==> src/rtl/writeback.sv <==
// writeback: EX/WB stage register, forwarding bus, GPR/FPR banks with two bypassed read ports; WRITEBACK_INSTRET_EN enables the instret counter
//   clk/rst                          clock, synchronous active-high reset
//   ex_valid/ex_busy                 retire request, execute busy (bubble)
//   ex_d/ex_rw/ex_rd                 result, target bank (00 none, 01 GPR, 10 FPR, 11 illegal), index
//   ra_addr/ra_data, rb_addr/rb_data read ports, addr[5] selects FPR
//   ew_d/ew_rw/ew_rd                 registered result, forwarding bus
//   err_rw                           sticky illegal-target flag
//   instret                          retired count, tied to 0 without WRITEBACK_INSTRET_EN
module writeback #(
  parameter int          SP_REG  = 29,
  parameter logic [31:0] SP_INIT = 32'h0003_FFFC
) (
  input  logic        clk,
  input  logic        rst,
  input  logic        ex_valid,
  input  logic        ex_busy,
  input  logic [31:0] ex_d,
  input  logic [1:0]  ex_rw,
  input  logic [4:0]  ex_rd,
  input  logic [5:0]  ra_addr,
  output logic [31:0] ra_data,
  input  logic [5:0]  rb_addr,
  output logic [31:0] rb_data,
  output logic [31:0] ew_d,
  output logic [1:0]  ew_rw,
  output logic [4:0]  ew_rd,
  output logic        err_rw,
  output logic [31:0] instret
);
  logic [31:0] gpr [32];
  logic [31:0] fpr [32];
  logic        cap;
  logic [1:0]  rw_next;
  assign cap = ex_valid & ~ex_busy;
  // illegal targets and writes to $zero retire as no-writes
  always_comb
    rw_next = (!cap || ex_rw == 2'b11 || (ex_rw == 2'b01 && ex_rd == 5'd0)) ? 2'b00 : ex_rw;
  always_ff @(posedge clk) begin
    if (rst) begin
      ew_d   <= '0;
      ew_rw  <= 2'b00;
      ew_rd  <= '0;
      err_rw <= 1'b0;
      for (int i = 0; i < 32; i++) begin
        gpr[i] <= (i == SP_REG) ? SP_INIT : 32'h0;
        fpr[i] <= 32'h0;
      end
    end else begin
      ew_rw <= rw_next;
      if (cap) begin
        ew_d  <= ex_d;
        ew_rd <= ex_rd;
        if (ex_rw == 2'b11) err_rw <= 1'b1;
      end
      if (ew_rw == 2'b01) gpr[ew_rd] <= ew_d;
      if (ew_rw == 2'b10) fpr[ew_rd] <= ew_d;
    end
  end
  // {a[5], ~a[5]} is the ew_rw code of the addressed bank
  function automatic logic [31:0] rd_port(input logic [5:0] a);
    rd_port = (!a[5] && a[4:0] == 5'd0) ? 32'h0 :
              (ew_rw == {a[5], ~a[5]} && ew_rd == a[4:0]) ? ew_d :
              a[5] ? fpr[a[4:0]] : gpr[a[4:0]];
  endfunction
  always_comb begin
    ra_data = rd_port(ra_addr);
    rb_data = rd_port(rb_addr);
  end
`ifdef WRITEBACK_INSTRET_EN
  logic [31:0] cnt;
  always_ff @(posedge clk) begin
    if (rst) cnt <= '0;
    else if (cap) cnt <= cnt + 32'd1;
  end
  assign instret = cnt;
`else
  assign instret = 32'h0;
`endif
endmodule

==> config.mk <==
export PLATFORM = sky130hd
export DESIGN_NAME = writeback
export DESIGN_NICKNAME = d
export VERILOG_FILES = /design/src/rtl/writeback.sv
export SDC_FILE = /design/constraint.sdc
export NUM_CORES = 2
export LEC_CHECK = 0
export CELL_PAD_IN_SITES_DETAIL_PLACEMENT = 1
export CELL_PAD_IN_SITES_GLOBAL_PLACEMENT = 1
export CORE_UTILIZATION = 52
export DETAILED_ROUTE_END_ITERATION = 8
export PLACE_DENSITY_LB_ADDON = 0.1
export SYNTH_ARGS = -nofsm -noshare
export SYNTH_HDL_FRONTEND = slang
export SYNTH_SLANG_ARGS = --single-unit
==> constraint.sdc <==
create_clock -name clk -period 4.1 [get_ports clk]
set_input_delay 0.615 -clock clk [delete_from_list [all_inputs] [get_ports clk]]
set_output_delay 0.615 -clock clk [all_outputs]
set_load 0.05 [all_outputs]
==> summary.txt <==
Yosys
  – Cell taking the most area after synthesis: edfxtp_1
  – Synth top area share: approximately 55%
  – Post-synth ARST share: 0%
  – Main synth FF type: edfxtp_1
  – Mapped Cells: 7886
  – Syn Area/Cell: 14.2 um2
  – YS warnings: 0
  – Syn Std Cell Area: 112000 um2
  – Share of the yosys chip area belonging to registers: 55.5%
  – Yosys reg bits: 2088
  – Largest cells by area after synthesis: edfxtp_1 55%, mux4_2 16%, and2_1 11%
  – Post-synth EDFFs: 2048
  – Synth unique cells: 58

Setup path
  – CP bufs+invs: 8
  – Crit path kind: in -> out
  – Flop2flop setup slack: 0.94 ns
  – Crit-path max cell delay: 0.52 ns
  – Crit path DAT: 3.59 ns
  – Critical Path Fanout Max: 9
  – Critical Path Sink Type: primary output
  – CP Launch Type: input port
  – Slowest stage cell on the critical path: clkdlybuf4s50_1
  – CP Data Required Time: 3.48 ns
  – Critical path's top delay family: buffers and inverters
  – Crit-path cells: clkdlybuf4s50_1 > buf_12 > buf_12 > nor2b_4 > buf_12 > buf_4 > a22oi_1 > a21oi_4 > buf_6 > a2111oi_4 > a21oi_4 > buf_4 > buf_4

Clocking
  – Deepest clock path buffer count: 3
  – Hold buffer count at CTS: 0
  – Worst-path clk slew: about 0.060 ns
  – TritonCTS Buffers: 224
  – TritonCTS clock tree: yes
  – Num Clock Sinks: 2088
  – Root Driver: clkbuf_16
  – Clock latency on the worst-skew pair: 0.90 ns
  – # H-tree levels: 4

STA
  – RSZ-0062 raised after global routing: yes
  – Max Fclk: around 0.24 GHz
  – Total negative slack: -0.479 ns
  – Period utilization: 103%
  – Final setup margin: -0.107 ns
  – Final setup violation count: 12
  – Final hold violations: 0
  – Pins Over Slew Limit: 0
  – Slew headroom: 12.7%
  – Min Tclk post-route: 4.21 ns
  – Fin Clk Skew: slightly above 0.03 ns
  – Slew @ Worst Pin: around 1.3 ns

Cells and area
  – Total Nets Final: 8344
  – Filler instances: 19800
  – Area Growth Syn to Fin: 16.4%
  – Final Core Density: 60.9%
  – Share of cells above drive strength 1: 28.2%
  – Design Area, Final: about 130000 um2
  – Non-Filler Instances: 11300

Place
  – Placed Cells: 10900
  – GP Congestion: 1.05
  – Hpwl dp: 314000 um
  – PortBufs: 158
  – Setup WS pre-CTS: -1.12 ns
  – Placed Area: 123000 um2

Route
  – Via density per instance: 7.07
  – Drt total wl: 470000 um
  – DRT iter0 DRCs: 13100
  – Drt pass-1 iters: 6
  – Vias: 80000
  – ANT nets after route: 0
  – Per-cell routed wire length: 41.5 um
  – Drc violations: 0

GRT
  – First-pass GRT wire length: 645000 um
  – Total track usage: between 40% and 50%
  – Largest net degree at the start of global routing: between 80 and 90
  – Total grt overflow: 0
  – Vias in the first global route: approximately 80000
  – Initial antenna violation count: just under 60

Die
  – Total core area: 214000 um2
  – Boundary Pins: 191
  – DIE AREA: 218000 um2
  – Rows: 170
  – Die extent in y: 466 um
  – Die width: 466 um
  – Initial core utilization: a little over half

Power
  – Power per cell area: around 400 nW/um2
  – Pleak: 0.0481 uW
  – VDD IR max: 0.481 mV

Status
  – Status: finished, violations left
  – Failing checks: negative setup slack

Worst hold path
  – Min-Delay Path Class: in -> reg

Run
  – Max Cap Viol: 0
## cells in the mapped netlist (68+ instances only)
| cell type | instances |
|---|---|
| buf_2 | 113 |
| mux2i_1 | 495 |
| nor2b_1 | 68 |
| nor2_1 | 138 |
| a211oi_1 | 68 |
| clkbuf_1 | 594 |
| mux4_2 | 819 |
| buf_4 | 124 |
| edfxtp_1 | 2048 |
| o22ai_1 | 79 |
| a21oi_1 | 220 |
| and2_1 | 2038 |
| nand2_1 | 226 |
| a22oi_1 | 210 |
## stage by stage
step                power [uW]  hold slack, ns
floorplan                28400           0.694
global placement         32100           0.453
detailed placement       32200           0.458
CTS                      51500          0.0483
global route             52700           0.103
finish                   51900           0.106
## cells by family after synthesis
logic type | Yosys count | share of synthesized area (%)
AOI/OAI and AO/OA | 872 | 5.26
xor gates and xnor gates | 10 | 0.0781
muxes | 1355 | 21.3
other | 1 | 0.00334
buffers and inverters | 892 | 3.84
DFF | 2088 | 55.5
and+or+nand+nor | 2668 | 14.0
## where the power goes
part	leakage (uW)	switching [uW]	total, uW	internal [uW]
clock network	0.00332	8740	19600	10900
logic	0.0233	4730	7680	2960
registers	0.0215	531	24600	24100
total	0.0481	14000	51900	37900
## area by class of cell
type,instances,area [um2],area share (%)
timing repair buffer,1038,11200,8.54
tap,2838,3550,2.72
antenna,13,32.5,0.0249
sequential,2088,62300,47.8
clock buffer,310,6120,4.69
multi-input combinational,4937,46700,35.8
clock inverter,94,679,0.520
## flip-flops by register name, summed over array words and instances, names as in the netlist
signal,flops
fpr,1024
gpr,1024
ew_d,32
ew_rd,5
ew_rw,2
err_rw,1
## placed cells by master (no fill, tap or decap), types with 24 or more instances in the layout
| cell | Yosys | layout |
|---|---|---|
| edfxtp_1 | 2048 | 2048 |
| and2_1 | 2038 | 2036 |
| mux4_2 | 819 | 819 |
| buf_4 | 124 | 698 |
| mux2i_1 | 495 | 492 |
| clkbuf_16 | 0 | 232 |
| buf_12 | 0 | 229 |
| nand2_1 | 226 | 221 |
| a22oi_1 | 210 | 198 |
| a21oi_1 | 220 | 196 |
| clkdlybuf4s50_1 | 0 | 85 |
| o22ai_1 | 79 | 78 |
| clkbuf_1 | 594 | 75 |
| nor2_1 | 138 | 71 |
| o21ai_0 | 66 | 65 |
| or2_2 | 65 | 65 |
| a211oi_1 | 68 | 64 |
| nor2_2 | 0 | 64 |
| nor2b_1 | 68 | 57 |
| clkinv_1 | 0 | 45 |
| mux2_2 | 41 | 41 |
| nor3_1 | 36 | 34 |
| nand3_1 | 37 | 34 |
| dfxtp_2 | 0 | 34 |
| clkinv_2 | 0 | 33 |
| conb_1 | 1 | 32 |
| o221ai_1 | 31 | 31 |
| a22o_1 | 31 | 28 |
| a221oi_1 | 26 | 26 |
| o21ai_1 | 28 | 24 |
## worst paths after layout
| path | startpoint | endpoint | cells past startpoint |
|---|---|---|---|
| worst min-delay path | rst | ew_rd[0] | 2 |
| worst max register to register | ew_rw[0] | fpr[24][17] | 7 |
| worst min register to register | err_rw | err_rw | 2 |
| worst max-delay path | rb_addr[3] | rb_data[21] | 13 |
## routing by layer
metal	part of all wire (%)	vias to the layer above	track usage, %
met2	43	6050	62.0
li1	-	30700	-
met1	35	42100	57.4
met4	6.5	38	24.6
met5	0.053	-	0
met3	15	1105	14.0
## timing repair
item / 4_1_cts / 5_1_grt
gates resized for setup: 93 / 82
endpoints found under the setup margin: 41 / 48
cloned: 2 / 1
setup buffers: 5 / 2
pin swaps: 6 / 15
Power figures use the tool's default switching activity.
